`src/rtl/register_mode_cfg.sv`:
```
// ---------------------------------------------------------------------------
// register_mode_cfg
//
// Configuration front-end for the register-mode tile. Drives the tile's mode,
// constant, data-register load strobe and clock enable from a valid/ready
// configuration bus. Reads return the stored configuration, or the live
// data-register value fed back from the tile.
//
// Parameters:
//   width        data width of const_, data register and bus data (3..32)
//
// Ports:
//   CLK          clock, all state updates on rising edge
//   ASYNCRESET   asynchronous active-high reset
//   cfg_valid    request valid
//   cfg_ready    request accepted when cfg_valid & cfg_ready on an edge
//   cfg_write    1 = write, 0 = read
//   cfg_addr     register select (0 mode, 1 const_, 2 data, 3 enable)
//   cfg_wdata    write data
//   rsp_valid    read response valid
//   rsp_ready    response consumed when rsp_valid & rsp_ready on an edge
//   rsp_data     read data
//   reg_value    current tile data-register value
//   mode         tile mode
//   const_       tile constant
//   config_we    one-cycle data-register load strobe
//   config_data  data-register load value
//   clk_en       tile clock enable (hold, or counted single-step)
// ---------------------------------------------------------------------------
module register_mode_cfg #(
   parameter int width = 4
) (
   input  logic             CLK,
   input  logic             ASYNCRESET,
   // configuration request channel
   input  logic             cfg_valid,
   output logic             cfg_ready,
   input  logic             cfg_write,
   input  logic [1:0]       cfg_addr,
   input  logic [width-1:0] cfg_wdata,
   // read response channel
   output logic             rsp_valid,
   input  logic             rsp_ready,
   output logic [width-1:0] rsp_data,
   // tile-facing outputs and feedback
   input  logic [width-1:0] reg_value,
   output logic [1:0]       mode,
   output logic [width-1:0] const_,
   output logic             config_we,
   output logic [width-1:0] config_data,
   output logic             clk_en
);

   localparam logic [1:0] ADDR_MODE   = 2'd0;
   localparam logic [1:0] ADDR_CONST  = 2'd1;
   localparam logic [1:0] ADDR_DATA   = 2'd2;
   localparam logic [1:0] ADDR_ENABLE = 2'd3;

   localparam logic [width-2:0] STEP_ONE = {{(width-2){1'b0}}, 1'b1};

   typedef enum logic [1:0] {
      IDLE  = 2'd0,
      PULSE = 2'd1,
      RESP  = 2'd2
   } state_t;

   state_t           state_q;
   logic             cfg_ready_q;
   logic             rsp_valid_q;
   logic [width-1:0] rsp_data_q;
   logic [1:0]       mode_q;
   logic [width-1:0] const_q;
   logic             config_we_q;
   logic [width-1:0] config_data_q;
   logic             clk_en_q;
   logic             hold_q;
   logic [width-2:0] step_cnt_q;

   logic             hold_d;
   logic [width-2:0] step_cnt_d;
   logic [width-1:0] rd_mux;
   logic             accept;

   // cfg_ready_q is high exactly while the FSM sits in IDLE.
   assign accept = cfg_valid & cfg_ready_q;

   // Enable register next state. A write to the enable register wins over the
   // free-running decrement, so a reload on the last count cycle leaves no gap.
   always_comb begin
      hold_d     = hold_q;
      step_cnt_d = step_cnt_q;
      if (accept && cfg_write && (cfg_addr == ADDR_ENABLE)) begin
         hold_d     = cfg_wdata[0];
         step_cnt_d = cfg_wdata[width-1:1];
      end else if (step_cnt_q != '0) begin
         step_cnt_d = step_cnt_q - STEP_ONE;
      end
   end

   // Read data is taken from the pre-edge register contents, so an enable read
   // reports the count before this edge's decrement.
   always_comb begin
      rd_mux = '0;
      case (cfg_addr)
         ADDR_MODE:   rd_mux = {{(width-2){1'b0}}, mode_q};
         ADDR_CONST:  rd_mux = const_q;
         ADDR_DATA:   rd_mux = reg_value;
         ADDR_ENABLE: rd_mux = {step_cnt_q, hold_q};
         default:     rd_mux = '0;
      endcase
   end

   always_ff @(posedge CLK or posedge ASYNCRESET) begin
      if (ASYNCRESET) begin
         state_q       <= IDLE;
         cfg_ready_q   <= 1'b1;
         rsp_valid_q   <= 1'b0;
         rsp_data_q    <= '0;
         mode_q        <= 2'd0;
         const_q       <= '0;
         config_we_q   <= 1'b0;
         config_data_q <= '0;
         clk_en_q      <= 1'b0;
         hold_q        <= 1'b0;
         step_cnt_q    <= '0;
      end else begin
         hold_q     <= hold_d;
         step_cnt_q <= step_cnt_d;
         // Registered from next-state values so a write is visible right
         // after its accept edge.
         clk_en_q   <= hold_d | (step_cnt_d != '0);

         case (state_q)
            IDLE: begin
               if (accept) begin
                  if (cfg_write) begin
                     case (cfg_addr)
                        ADDR_MODE:  mode_q  <= cfg_wdata[1:0];
                        ADDR_CONST: const_q <= cfg_wdata;
                        ADDR_DATA: begin
                           config_we_q   <= 1'b1;
                           config_data_q <= cfg_wdata;
                           cfg_ready_q   <= 1'b0;
                           state_q       <= PULSE;
                        end
                        default: ; // enable register handled above
                     endcase
                  end else begin
                     rsp_data_q  <= rd_mux;
                     rsp_valid_q <= 1'b1;
                     cfg_ready_q <= 1'b0;
                     state_q     <= RESP;
                  end
               end
            end
            PULSE: begin
               // Single-cycle strobe; config_data keeps its value afterwards.
               config_we_q <= 1'b0;
               cfg_ready_q <= 1'b1;
               state_q     <= IDLE;
            end
            RESP: begin
               if (rsp_ready) begin
                  rsp_valid_q <= 1'b0;
                  cfg_ready_q <= 1'b1;
                  state_q     <= IDLE;
               end
            end
            default: begin
               config_we_q <= 1'b0;
               rsp_valid_q <= 1'b0;
               cfg_ready_q <= 1'b1;
               state_q     <= IDLE;
            end
         endcase
      end
   end

   assign cfg_ready   = cfg_ready_q;
   assign rsp_valid   = rsp_valid_q;
   assign rsp_data    = rsp_data_q;
   assign mode        = mode_q;
   assign const_      = const_q;
   assign config_we   = config_we_q;
   assign config_data = config_data_q;
   assign clk_en      = clk_en_q;

endmodule

```
`config.mk`:
```
export PLATFORM = sky130hd
export DESIGN_NAME = register_mode_cfg
export DESIGN_NICKNAME = d
export VERILOG_FILES = /design/src/rtl/register_mode_cfg.sv
export SDC_FILE = /design/constraint.sdc
export NUM_CORES = 1
export LEC_CHECK = 0
export ABC_AREA = 1
export BUFFER_PORTS_ARGS = -buffer_cell sky130_fd_sc_hd__buf_2
export CAP_MARGIN = 10
export CORE_ASPECT_RATIO = 0.8
export CORE_MARGIN = 2
export CORE_UTILIZATION = 55
export CTS_CLUSTER_DIAMETER = 60
export DETAILED_ROUTE_END_ITERATION = 8
export GPL_TIMING_DRIVEN = 1
export HOLD_SLACK_MARGIN = 0.06
export PLACE_DENSITY = 0.83
export REMOVE_ABC_BUFFERS = 1
export SYNTH_ARGS = -nofsm -noshare
export SYNTH_HDL_FRONTEND = slang
export SYNTH_SLANG_ARGS = --single-unit
```
`constraint.sdc`:
```
create_clock -name CLK -period 3.4 [get_ports CLK]
set_input_delay 0.17 -clock CLK [delete_from_list [all_inputs] [get_ports CLK]]
set_output_delay 0.17 -clock CLK [all_outputs]
set_load 0.005 [all_outputs]
```
### Yosys cells after proc, flatten, opt, wreduce, memory -nomap -nowiden

Cells that the tools add are included.

| operators by class | value |
|---|---|
| add/subtract/negate cells | 1 |
| equality and inequality tests | 11 |
| mux-type cells | 22 |
| bitwise logic cells | 5 |
| reductions and logical operators | 13 |

Operators with widths:

| operator | count |
|---|---|
| AND reduction 4 bit | 5 |
| one-hot mux 4 bit (4 select lines) | 1 |
| two-way mux 1 bit | 11 |
| two-way mux 2 bit | 4 |
| != test 2 bit, second input constant | 4 |
| equality test 2 bit, second input constant | 3 |
| two-way mux 3 bit | 2 |
| AND reduction 3 bit | 2 |
| nonzero test 3 bit | 2 |
| equality test 2 x 1 -> 1 bit, second input constant | 2 |
| logical NOT 2 bit | 2 |
| one-hot mux 1 bit (2 select lines) | 2 |
| one-hot mux 2 bit (2 select lines) | 1 |
| != test 3 x 2 -> 1 bit, second input constant | 1 |
| NOT 1 bit | 3 |
| one-hot mux 1 bit (3 select lines) | 1 |
| subtractor 3 x 1 -> 3 bit, second input constant | 1 |
| logical AND 1 bit | 2 |
| != test 2 x 1 -> 1 bit, second input constant | 1 |
| AND 1 bit | 1 |
| OR 1 bit | 1 |

| storage, ports and cells | value |
|---|---|
| register bits | 24 |
| output and inout port bits | 18 |
| logic and storage cells | 63 |

### Logic depth before layout (Yosys ltp)

Gate-level depths: netlist (run 1).

| logic depth | value |
|---|---|
| depth in word-level cells | 6 |
| mapped depth | 9 |
| gate-level depth less buffers | 9 |

### Worst setup path before layout (run 1)

OpenSTA, ideal clock, no wires.

| path | value |
|---|---|
| kind | reg2reg |
| start point | reg cfg_ready_q, in the netlist cfg_ready |
| end point | reg clk_en_q, in the netlist clk_en |
| library setup time | 0.119 ns |
| arrival time | 1.088 ns |
| required time | 3.281 ns |
| path slack | 2.193 ns |
| cell stages (with the launch flop) | 8 |
| buffers on the path | 0 |
| period minus slack after synthesis | 1.207 ns |
| cell sequence | dfstp_2 -> nand2_2 -> nor2_8 -> nand2_2 -> nand2_1 -> nand2_2 -> nor2_1 -> nand2_1 |

| between the ends | value |
|---|---|
| word-level cells in the longest chain between the ends | 6 |
| elaborated cells between the ends (all ways) | 7 |
| those cells by class | mux: 2; bitwise: 2; reduce/logical: 3 |

RTL lines:

| element | line | RTL |
|---|---|---|
| start: declaration | 68 | `logic cfg_ready_q;` |
| start signal: assignment | 116 | `cfg_ready_q <= 1'b1;` |
| start signal: assignment | 143 | `cfg_ready_q <= 1'b0;` |
| start signal: assignment | 151 | `cfg_ready_q <= 1'b0;` |
| AND 1 bit | 85 | `assign accept = cfg_valid & cfg_ready_q;` |
| logical AND 1 bit (2 in series) | 92 | `if (accept && cfg_write && (cfg_addr == ADDR_ENABLE)) begin` |
| two-way mux 3 bit | 92 |  |
| via step_cnt_d[1] | 80 | `logic [width-2:0] step_cnt_d;` |
| nonzero test 3 bit | 131 | `clk_en_q <= hold_d \| (step_cnt_d != '0);` |
| OR 1 bit | 131 |  |
| end signal: assignment | 131 |  |
| end: declaration | 75 | `logic clk_en_q;` |

The timed path passes the listed nets, and every way through them passes these cells.
A chain may end at the register's enable or synchronous reset.

### Worst setup path in the final report (run 1)

| path | value |
|---|---|
| start point | reg step_cnt_q[0] |
| end point | reg clk_en_q, in the netlist clk_en |

| between the ends | value |
|---|---|
| word-level cells in the longest chain between the ends | 5 |
| elaborated cells between the ends (all ways) | 6 |
| those cells by class | add/sub: 1; mux: 2; bitwise: 1; reduce/logical: 2 |

RTL lines:

| element | line | RTL |
|---|---|---|
| start: declaration | 77 | `logic [width-2:0] step_cnt_q;` |
| start signal: assignment | 128 | `step_cnt_q <= step_cnt_d;` |
| subtractor 3 x 1 -> 3 bit or nonzero test 3 bit (tied branches) | 96, 95 |  |
| two-way mux 3 bit (*) | 95 | `end else if (step_cnt_q != '0) begin` |
| two-way mux 3 bit (*) | 92 |  |
| via step_cnt_d[0] | 80 |  |
| nonzero test 3 bit (*) | 131 |  |
| OR 1 bit (*) | 131 |  |

Mark *: on every way through the listed nets, which the timed path passes. The rest lies on a longest branch.

==> flow_summary.yaml, run 1 <==
status:
  outcome: "finished clean"
placed_design:
  gp_congestion: 0.882
  place_hpwl_mm: 2.01
  port_buffers: 32
clocking:
  clockBufferDepth: 2
  insertion_delay_ns: 0.32
  root_buffer: "clkbuf_4"
  cts_setup_buffers: 0
  cts_inserted_buffers: 3
  htree_levels: 1
  clock-sinks: 24
  cts_tree: "built"
  clkTransAtPathRegs_ns: 0.13
synth:
  yosysTopAreaCell: "dfrtp_1"
  syn_avg_cell_area_um2: 8.30
  synth_warnings: 0
  synth.area.top_cells: "dfrtp_1, nand2_1, o21ai_1"
  synth_edf_count: 0
  synth.distinct_cells: 23
  yosys.area.top_type_share_pct: 47.8
  ys_ff_latch: 24
  synthArstFlopShare_pct: 100
  yosysSeqAreaShare_pct: 50.0
  syn-cell-area_um2: 1200
  synthFlopType: "dfrtp_1"
  syn_inst: 145
  ys_top_cells_by_count: "nand2_1, dfrtp_1, inv_1, o21ai_1, nor2_1"
  synth_most_common_cell: "nand2_1"
drt:
  vias: 1041
  ant_nets: 0
  drt-total-wl_mm: 2.54
  post-route-drc-count: 0
  initialDrtViolationCount: 27
  dr.pass1.iters: 5
  via_per_inst: 5.03
  wl_per_cell_um: 12.3
cells_and_area:
  drive_gt1_share_pct: 31.9
  nets: 200
  syn2layout_area_growth_pct: 21.1
  antennaDiodeCount: 0
  filler_cell_count: 171
setup_path:
  crit_path_start: "step_cnt_q[0]$_DFF_PP0_"
  critPathLaunchType: "flip-flop"
  worstReg2RegEnd: "clk_en$_DFF_PP0_"
  crit_required_ns: 3.63
  cp-endpoint: "clk_en$_DFF_PP0_"
  cp-end-kind: "flip-flop"
  crit-reg2reg-launch: "step_cnt_q[0]$_DFF_PP0_"
  crit_path_max_fanout: 4
  regToRegSetupSlack_ns: 2.05
  criticalPathCategory: "reg -> reg"
  arrival_ns: 1.58
  ff2ff_path_depth: 9
die:
  die_w_um: 56.3
  dieArea_um2: 2580
  dieHeight_um: 45.8
  rows: 15
  start_util_pct: 56.8
  pin_count: 33
  core_area_um2: 2120
power_and_ir_drop:
  p_leak_nw: 0.834
  netSwitchingFraction_pct: 21.0
  p_clk_share_pct: 39.4
  combPwrFrac_pct: 6.3
  ir_drop_mv: 0.361
  p_int_mw: 0.416
  power_density_nw_per_um2: 361
  power.switching_mw: 0.110
  seq_power_share_pct: 54.3
timing:
  timing.hold.ws_ns: 0.0907
  tns_ns: 0
  period_needed_ns: 1.35
  min_period_over_period_pct: 39.6
  relSlewSlack_pct: 42.5
  finalSetupViolCount: 0
  rsz0062_at_grt: "false"
  finClkSkew_ns: 0.00385
  tightest_slew_ns: 0.861
  hold_viol: 0
  slew_violations: 0
  fmax_ghz: 0.742
min_path:
  hp-class: "in -> reg"
  worstHoldStart: "cfg_wdata[2]"
global_route:
  grt_max_degree: 25
  track_usage_pct: 22.6
  first_global_vias: 959
  grt_pass1_wl_mm: 4.28
  antenna_found_initial: 0
  grt_overflow_total: 0
run:
  max_cap_violations: 0
==> what timing repair did <==
| item | CTS | global route |
|---|---|---|
| endpoints found under the hold margin | 23 | 0 |
| gates resized for setup | 0 | 0 |
| endpoints found under the setup margin | 0 | 0 |
| hold buffers | 1 | 0 |
==> routing by layer <==
layer | GRT usage, % | vias to the layer above | routed length (um)
met4 | 10.0 | 0 | 46
met3 | 5.97 | 6 | 162
met2 | 35.5 | 36 | 1130
met1 | 30.1 | 474 | 1200
li1 | - | 525 | -
met5 | 0 | - | 0
==> how the worst min path moves through the flow <==
stage,to,depth (start not counted)
6_report,step_cnt_q[1]$_DFF_PP0_,3
5_1_grt,step_cnt_q[0]$_DFF_PP0_,3
4_1_cts,step_cnt_q[1]$_DFF_PP0_,3
3_5_place_dp,mode[1]$_DFFE_PP0P_,2
3_3_place_gp,mode[1]$_DFFE_PP0P_,2
2_1_floorplan,clk_en$_DFF_PP0_,1
==> cells by family after synthesis <==
family / after synthesis / synth area share, %
AO/OA/AOI/OAI: 19 / 8.42
adder cells (fa/ha/maj): 2 / 2.08
buffers and inverters: 18 / 5.72
flip-flops: 24 / 50.0
AND/OR/NAND/NOR: 82 / 33.8
==> state kept, by name, summed over array words and instances (netlist names) <==
register     flops
rsp_data         4
mode             2
step_cnt_q       3
hold_q           1
config_data      4
cfg_ready        1
clk_en           1
config_we        1
state_q          2
rsp_valid        1
const_           4
==> metrics by stage <==
stage	instances	area [um^2]	setup WS [ns]	power, mW	util (%)
6_report	207	1460	2.05	0.526	68.7
5_1_grt	207	1460	1.93	0.545	68.7
4_1_cts	207	1460	2.05	0.531	68.7
3_5_place_dp	202	1400	2.06	0.323	65.8
3_3_place_gp	202	1400	2.14	0.323	65.8
2_1_floorplan	145	1200	2.19	0.308	-
==> worst max-delay path, stage by stage, from the launching register on <==
cell,delay [ns]
dfrtp_1,0.41
inv_1,0.13
ha_1,0.22
nand2_1,0.09
nand2_1,0.06
nand2_1,0.05
nand2_1,0.06
nand2_1,0.07
nor2_1,0.10
nand2_1,0.06
==> cell type report <==
class	instances	area, um^2	area share (%)
timing repair buffer	33	170	11.7
clock buffer	3	22.5	1.55
clock inverter	1	30.0	2.06
sequential	24	602	41.3
inverter	18	68.8	4.72
multi-input combinational	103	533	36.6
tap	25	31.3	2.15
==> power groups by stage <==
stage               Sequential, mW  Clock [mW]  Combinational [mW]
floorplan                    0.291           0              0.0170
global placement             0.291           0              0.0317
detailed placement           0.291           0              0.0325
CTS                          0.286       0.212              0.0335
global route                 0.286       0.223              0.0370
finish                       0.286       0.207              0.0332
==> layout by cell type, fill, tap and decap left out <==
cell,count
a21oi_1,3
buf_2,32
bufinv_16,1
clkbuf_4,3
clkinv_2,1
dfrtp_1,23
dfstp_2,1
dlygate4sd3_1,1
ha_1,2
inv_1,11
inv_2,6
nand2_1,55
nand2_2,5
nand2_4,1
nand3_1,3
nand3_2,1
nand3_4,1
nand4_1,2
nor2_1,7
nor2_2,1
nor2_4,4
nor2_8,1
nor3_1,1
o211ai_1,2
o21ai_0,2
o21ai_1,11
o22ai_1,1
Note: power is estimated with default switching activity, not from simulation.
==> run 2, diff against run 1 <==
Settings changed: CORE_UTILIZATION 55 to 51, PLACE_DENSITY 0.83 to 0.78.
Clock period 3.4 ns to 1.3 ns, I/O delays scaled along.
==> flow_summary.yaml, run 2 (same netlist as run 1, synthesis figures left out) <==
status:
  outcome: "finished clean"
clocking:
  htree_levels: 1
  insertion_delay_ns: 0.32
  cts_tree: "built"
  clockBufferDepth: 2
  root_buffer: "clkbuf_4"
  clock-sinks: 24
  clkTransAtPathRegs_ns: 0.14
  cts_inserted_buffers: 3
cells_and_area:
  final_cell_mix: "nand2_1, buf_2, dfrtp_1, o21ai_1, inv_1"
  final_util_pct: 73.4
  antennaDiodeCount: 0
  mostFrequentLayoutCell: "nand2_1"
  syn2layout_area_growth_pct: 33.9
  nets: 212
  drive_gt1_share_pct: 36.6
  design_area_um2: 1610
global_route:
  track_usage_pct: 22.9
  antenna_found_initial: 0
  grt_pass1_wl_mm: 4.71
  grt_overflow_total: 0
  grt_max_degree: 25
  first_global_vias: 1065
timing:
  fmax_ghz: 0.774
  period_needed_ns: 1.29
  finalSetupViolCount: 0
  timing.hold.ws_ns: 0.0910
  slew_violations: 0
  rsz0062_at_grt: "true"
  tightest_slew_ns: 0.309
  setup_slack_ns: 0.00874
  min_period_over_period_pct: 99.3
  hold_viol: 0
  finClkSkew_ns: 0.00248
  relSlewSlack_pct: 79.4
setup_path:
  crit-reg2reg-launch: "step_cnt_q[1]$_DFF_PP0_"
  cp_num_cells: 9
  regToRegSetupSlack_ns: 0.009
  cp_num_buf_inv: 2
  cp_slowest_cell: "dfrtp_1"
  crit_path_max_fanout: 3
  cp-end-kind: "flip-flop"
  critPathLaunchType: "flip-flop"
  crit_required_ns: 1.53
  criticalPathCategory: "reg -> reg"
  worstReg2RegEnd: "clk_en$_DFF_PP0_"
  crit_path_start: "step_cnt_q[1]$_DFF_PP0_"
  cp-endpoint: "clk_en$_DFF_PP0_"
  max_stage_delay_ns: 0.39
  ff2ff_path_depth: 9
  cp_cell_sequence: "inv_2 > ha_4 > buf_4 > nand3_1 > nand2_1 > nand2_1 > nand2_2 > nor2_2 > nand2_1"
  cpLargestDelayFamily: "simple AND/OR/NAND/NOR gates"
  arrival_ns: 1.52
  cpMostUsedCell: "nand2_1"
die:
  pin_count: 33
  dieHeight_um: 47.5
  rows: 15
  dieArea_um2: 2770
  core_area_um2: 2200
  start_util_pct: 54.8
  die_w_um: 58.3
power_and_ir_drop:
  power_density_nw_per_um2: 872
  power_mw: 1.40
  p_leak_nw: 0.896
  ir_drop_mv: 0.943
placed_design:
  port_buffers: 32
  place_hpwl_mm: 2.10
  pre_cts_ws_ns: -0.0619
  place_area_um2: 1410
  gp_congestion: 0.807
drt:
  wl_per_cell_um: 13.2
  vias: 1116
  ant_nets: 0
  post-route-drc-count: 0
  dr.pass1.iters: 4
  via_per_inst: 5.10
  drt-total-wl_mm: 2.89
  initialDrtViolationCount: 64
run:
  max_cap_violations: 0
min_path:
  hp-class: "in -> reg"
## run 2: cell count changes in the layout (fill, tap and decap cells not counted), sizes merged
| cell | previous run | this run |
|---|---|---|
| buf | 32 | 37 |
| dlygate4sd3 | 1 | 8 |
## run 2: per-stage QoR
stage / std cells / setup TNS [ns]
6_report: 219 / 0
3_5_place_dp: 204 / -0.0619
4_1_cts: 218 / 0
2_1_floorplan: 145 / 0
3_3_place_gp: 204 / 0
5_1_grt: 219 / -0.0611
## run 2: area by class of cell
| class | instances | area, um^2 |
|---|---|---|
| Fill cell | 172 | 584 |
| Sequential cell | 24 | 603 |
| Multi-Input combinational cell | 103 | 578 |
| Inverter | 18 | 68.8 |
| Timing Repair Buffer | 45 | 278 |
| Clock inverter | 1 | 30.0 |
| Clock buffer | 3 | 22.5 |
| Tap cell | 25 | 31.3 |
## run 2: how the worst min path moves through the flow
stage / start / slack [ns] / to / cells after the start
final: reg_value[2] / 0.09 / rsp_data[2]$_DFFE_PP0P_ / 5
after CTS: reg_value[2] / 0.09 / rsp_data[2]$_DFFE_PP0P_ / 5
after global routing: reg_value[2] / 0.12 / rsp_data[2]$_DFFE_PP0P_ / 5
after global placement: ASYNCRESET / 0.12 / mode[1]$_DFFE_PP0P_ / 3
after floorplan: ASYNCRESET / 0.08 / clk_en$_DFF_PP0_ / 1
after detailed placement: ASYNCRESET / 0.12 / const_[0]$_DFFE_PP0P_ / 3
## run 2: what timing repair did
item,4_1_cts,5_1_grt
hold buffers,8,0
setup buffers,2,1
pin swaps,0,3
cloned,0,0
gates resized for setup,4,8
hold endpoints to repair,41,0
endpoints found under the setup margin,1,8
## run 2: power by group
| group | switching [mW] | total (mW) | leakage (nW) | internal [mW] |
|---|---|---|---|---|
| clock network | 0.238 | 0.550 | 0.0279 | 0.312 |
| registers | 0 | 0.747 | 0.325 | 0.747 |
| logic | 0.0636 | 0.108 | 0.543 | 0.0440 |
| total | 0.302 | 1.40 | 0.896 | 1.10 |
## run 2: routing by layer
layer / wire, um / global-route usage [%] / vias to the layer above
li1: - / - / 549
met1: 1380 / 30.7 / 523
met2: 1350 / 38.9 / 39
met3: 149 / 5.41 / 5
met4: 18 / 5.12 / 0
met5: 0 / 0 / -
## run 2: worst reg2reg max path, delay by kind of cell, from the launching register on
kind / cells / cell delay (ns)
simple gates: 6 / 0.42
fa+ha+maj: 1 / 0.17
flops: 1 / 0.39
buf+inv: 2 / 0.21
==> run 3, diff against run 2 <==
--- a/config.mk
+++ b/config.mk
@@ -12,4 +12,5 @@
 export CORE_MARGIN = 2
 export CORE_UTILIZATION = 51
+export CTS_BUF_LIST = sky130_fd_sc_hd__clkbuf_16
 export CTS_CLUSTER_DIAMETER = 60
 export DETAILED_ROUTE_END_ITERATION = 8
==> constraint.sdc (replaced) <==
create_clock -name CLK -period 1.3 [get_ports CLK]
set_input_delay 0.195 -clock CLK [delete_from_list [all_inputs] [get_ports CLK]]
set_output_delay 0.195 -clock CLK [all_outputs]
set_load 0.005 [all_outputs]
==> flow_summary.yaml, run 3 (same netlist as run 1, synthesis figures left out) <==
die:
  core_area_um2: 2200
  start_util_pct: 54.8
  die_w_um: 58.3
  dieHeight_um: 47.5
  pin_count: 33
  rows: 15
  dieArea_um2: 2770
power_and_ir_drop:
  p_clk_share_pct: 51.0
  power.switching_mw: 0.326
  ir_drop_mv: 0.947
  netSwitchingFraction_pct: 19.0
  combPwrFrac_pct: 5.4
  p_int_mw: 1.39
  seq_power_share_pct: 43.5
  power_density_nw_per_um2: 1070
  power_mw: 1.72
  p_leak_nw: 0.904
cells_and_area:
  antennaDiodeCount: 0
  final_cell_mix: "nand2_1, buf_2, dfrtp_1, o21ai_1, inv_1"
  drive_gt1_share_pct: 38.5
  mostFrequentLayoutCell: "nand2_1"
  nets: 205
  design_area_um2: 1610
  filler_cell_count: 165
  syn2layout_area_growth_pct: 33.4
timing:
  relSlewSlack_pct: 79.8
  finalSetupViolCount: 0
  finClkSkew_ns: 0.00167
  tns_ns: 0
  min_period_over_period_pct: 99.6
  tightest_slew_ns: 0.304
  period_needed_ns: 1.29
  fmax_ghz: 0.773
  hold_viol: 0
  slew_violations: 0
  rsz0062_at_grt: "true"
drt:
  wl_per_cell_um: 14.4
  post-route-drc-count: 0
  vias: 1092
  dr.pass1.iters: 4
  drt-total-wl_mm: 3.05
  via_per_inst: 5.15
  ant_nets: 0
  initialDrtViolationCount: 64
setup_path:
  critPathLaunchType: "flip-flop"
  regToRegSetupSlack_ns: 0.006
  arrival_ns: 1.44
  cp-end-kind: "flip-flop"
  crit_path_max_fanout: 3
  ff2ff_path_depth: 9
  criticalPathCategory: "reg -> reg"
  crit_required_ns: 1.45
clocking:
  insertion_delay_ns: 0.26
  cts_tree: "built"
  clock-sinks: 24
  cts_inserted_buffers: 3
  clockBufferDepth: 2
  htree_levels: 1
  clkTransAtPathRegs_ns: 0.06
  root_buffer: "clkbuf_16"
global_route:
  first_global_vias: 1067
  antenna_found_initial: 0
  grt_overflow_total: 0
  grt_max_degree: 25
  grt_pass1_wl_mm: 4.79
  track_usage_pct: 23.6
placed_design:
  place_area_um2: 1410
  gp_congestion: 0.807
  port_buffers: 32
  place_hpwl_mm: 2.10
run:
  max_cap_violations: 0
min_path:
  hp-class: "in -> reg"
  whs_path_depth: 3
status:
  outcome: "finished clean"
==> run 3: power by group through the flow <==
stage,clock network [mW],logic [mW],registers [mW]
6_report,0.875,0.0930,0.747
5_1_grt,0.911,0.103,0.746
4_1_cts,0.884,0.0921,0.747
3_5_place_dp,0,0.0871,0.761
3_3_place_gp,0,0.0866,0.761
2_1_floorplan,0,0.0444,0.761
==> run 3: layer usage <==
metal | global-route usage, % | routed length, um | part of all wire [%]
met5 | 0 | 0 | 0
met1 | 29.3 | 1340 | 44
met3 | 5.68 | 206 | 6.8
met2 | 42.0 | 1460 | 48
met4 | 6.98 | 39 | 1.3
==> run 3: cell type report <==
class | instances | area [um^2] | area share (%)
Clock inverter | 1 | 30.0 | 1.87
Tap cell | 25 | 31.3 | 1.95
Clock buffer | 3 | 75.1 | 4.68
Inverter | 18 | 68.8 | 4.29
Multi-Input combinational cell | 103 | 591 | 36.8
Timing Repair Buffer | 38 | 208 | 12.9
Sequential cell | 24 | 602 | 37.5
==> run 3: timing repair <==
| action | in CTS | in global routing |
|---|---|---|
| pin swaps | 0 | 8 |
| setup buffers | 1 | 2 |
| gates resized for setup | 5 | 9 |
| hold buffers | 1 | 0 |
| endpoints found under the setup margin | 1 | 6 |
| endpoints found under the hold margin | 23 | 0 |
==> run 3: path summary, 6_finish.rpt <==
kind                                          from                      end
setup / recovery           step_cnt_q[1]$_DFF_PP0_         clk_en$_DFF_PP0_
hold / removal                        cfg_wdata[0]         hold_q$_DFF_PP0_
setup reg to reg           step_cnt_q[1]$_DFF_PP0_         clk_en$_DFF_PP0_
hold reg to reg            rsp_data[0]$_DFFE_PP0P_  rsp_data[0]$_DFFE_PP0P_
max in group asynchronous               ASYNCRESET    cfg_ready$_DFFE_PP1P_
min in group asynchronous               ASYNCRESET      mode[1]$_DFFE_PP0P_
==> run 3: metrics by stage <==
stage	util (%)	hold WS [ns]	std cells	setup slack, ns
floorplan	-	0.209	145	0.0934
global placement	64.2	0.249	204	0.0249
detailed placement	64.2	0.250	204	-0.0619
CTS	70.3	0.193	210	0.0107
global route	73.1	0.211	212	-0.0556
finish	73.1	0.194	212	0.00551
==> run 3: critical path: stages (launching register included) <==
cell     delay [ns]
dfrtp_1        0.37
inv_2          0.09
ha_4           0.27
inv_1          0.05
nand2_1        0.06
nand2_1        0.06
nand2_1        0.08
nand2_2        0.07
nor2_2         0.09
nand2_1        0.06
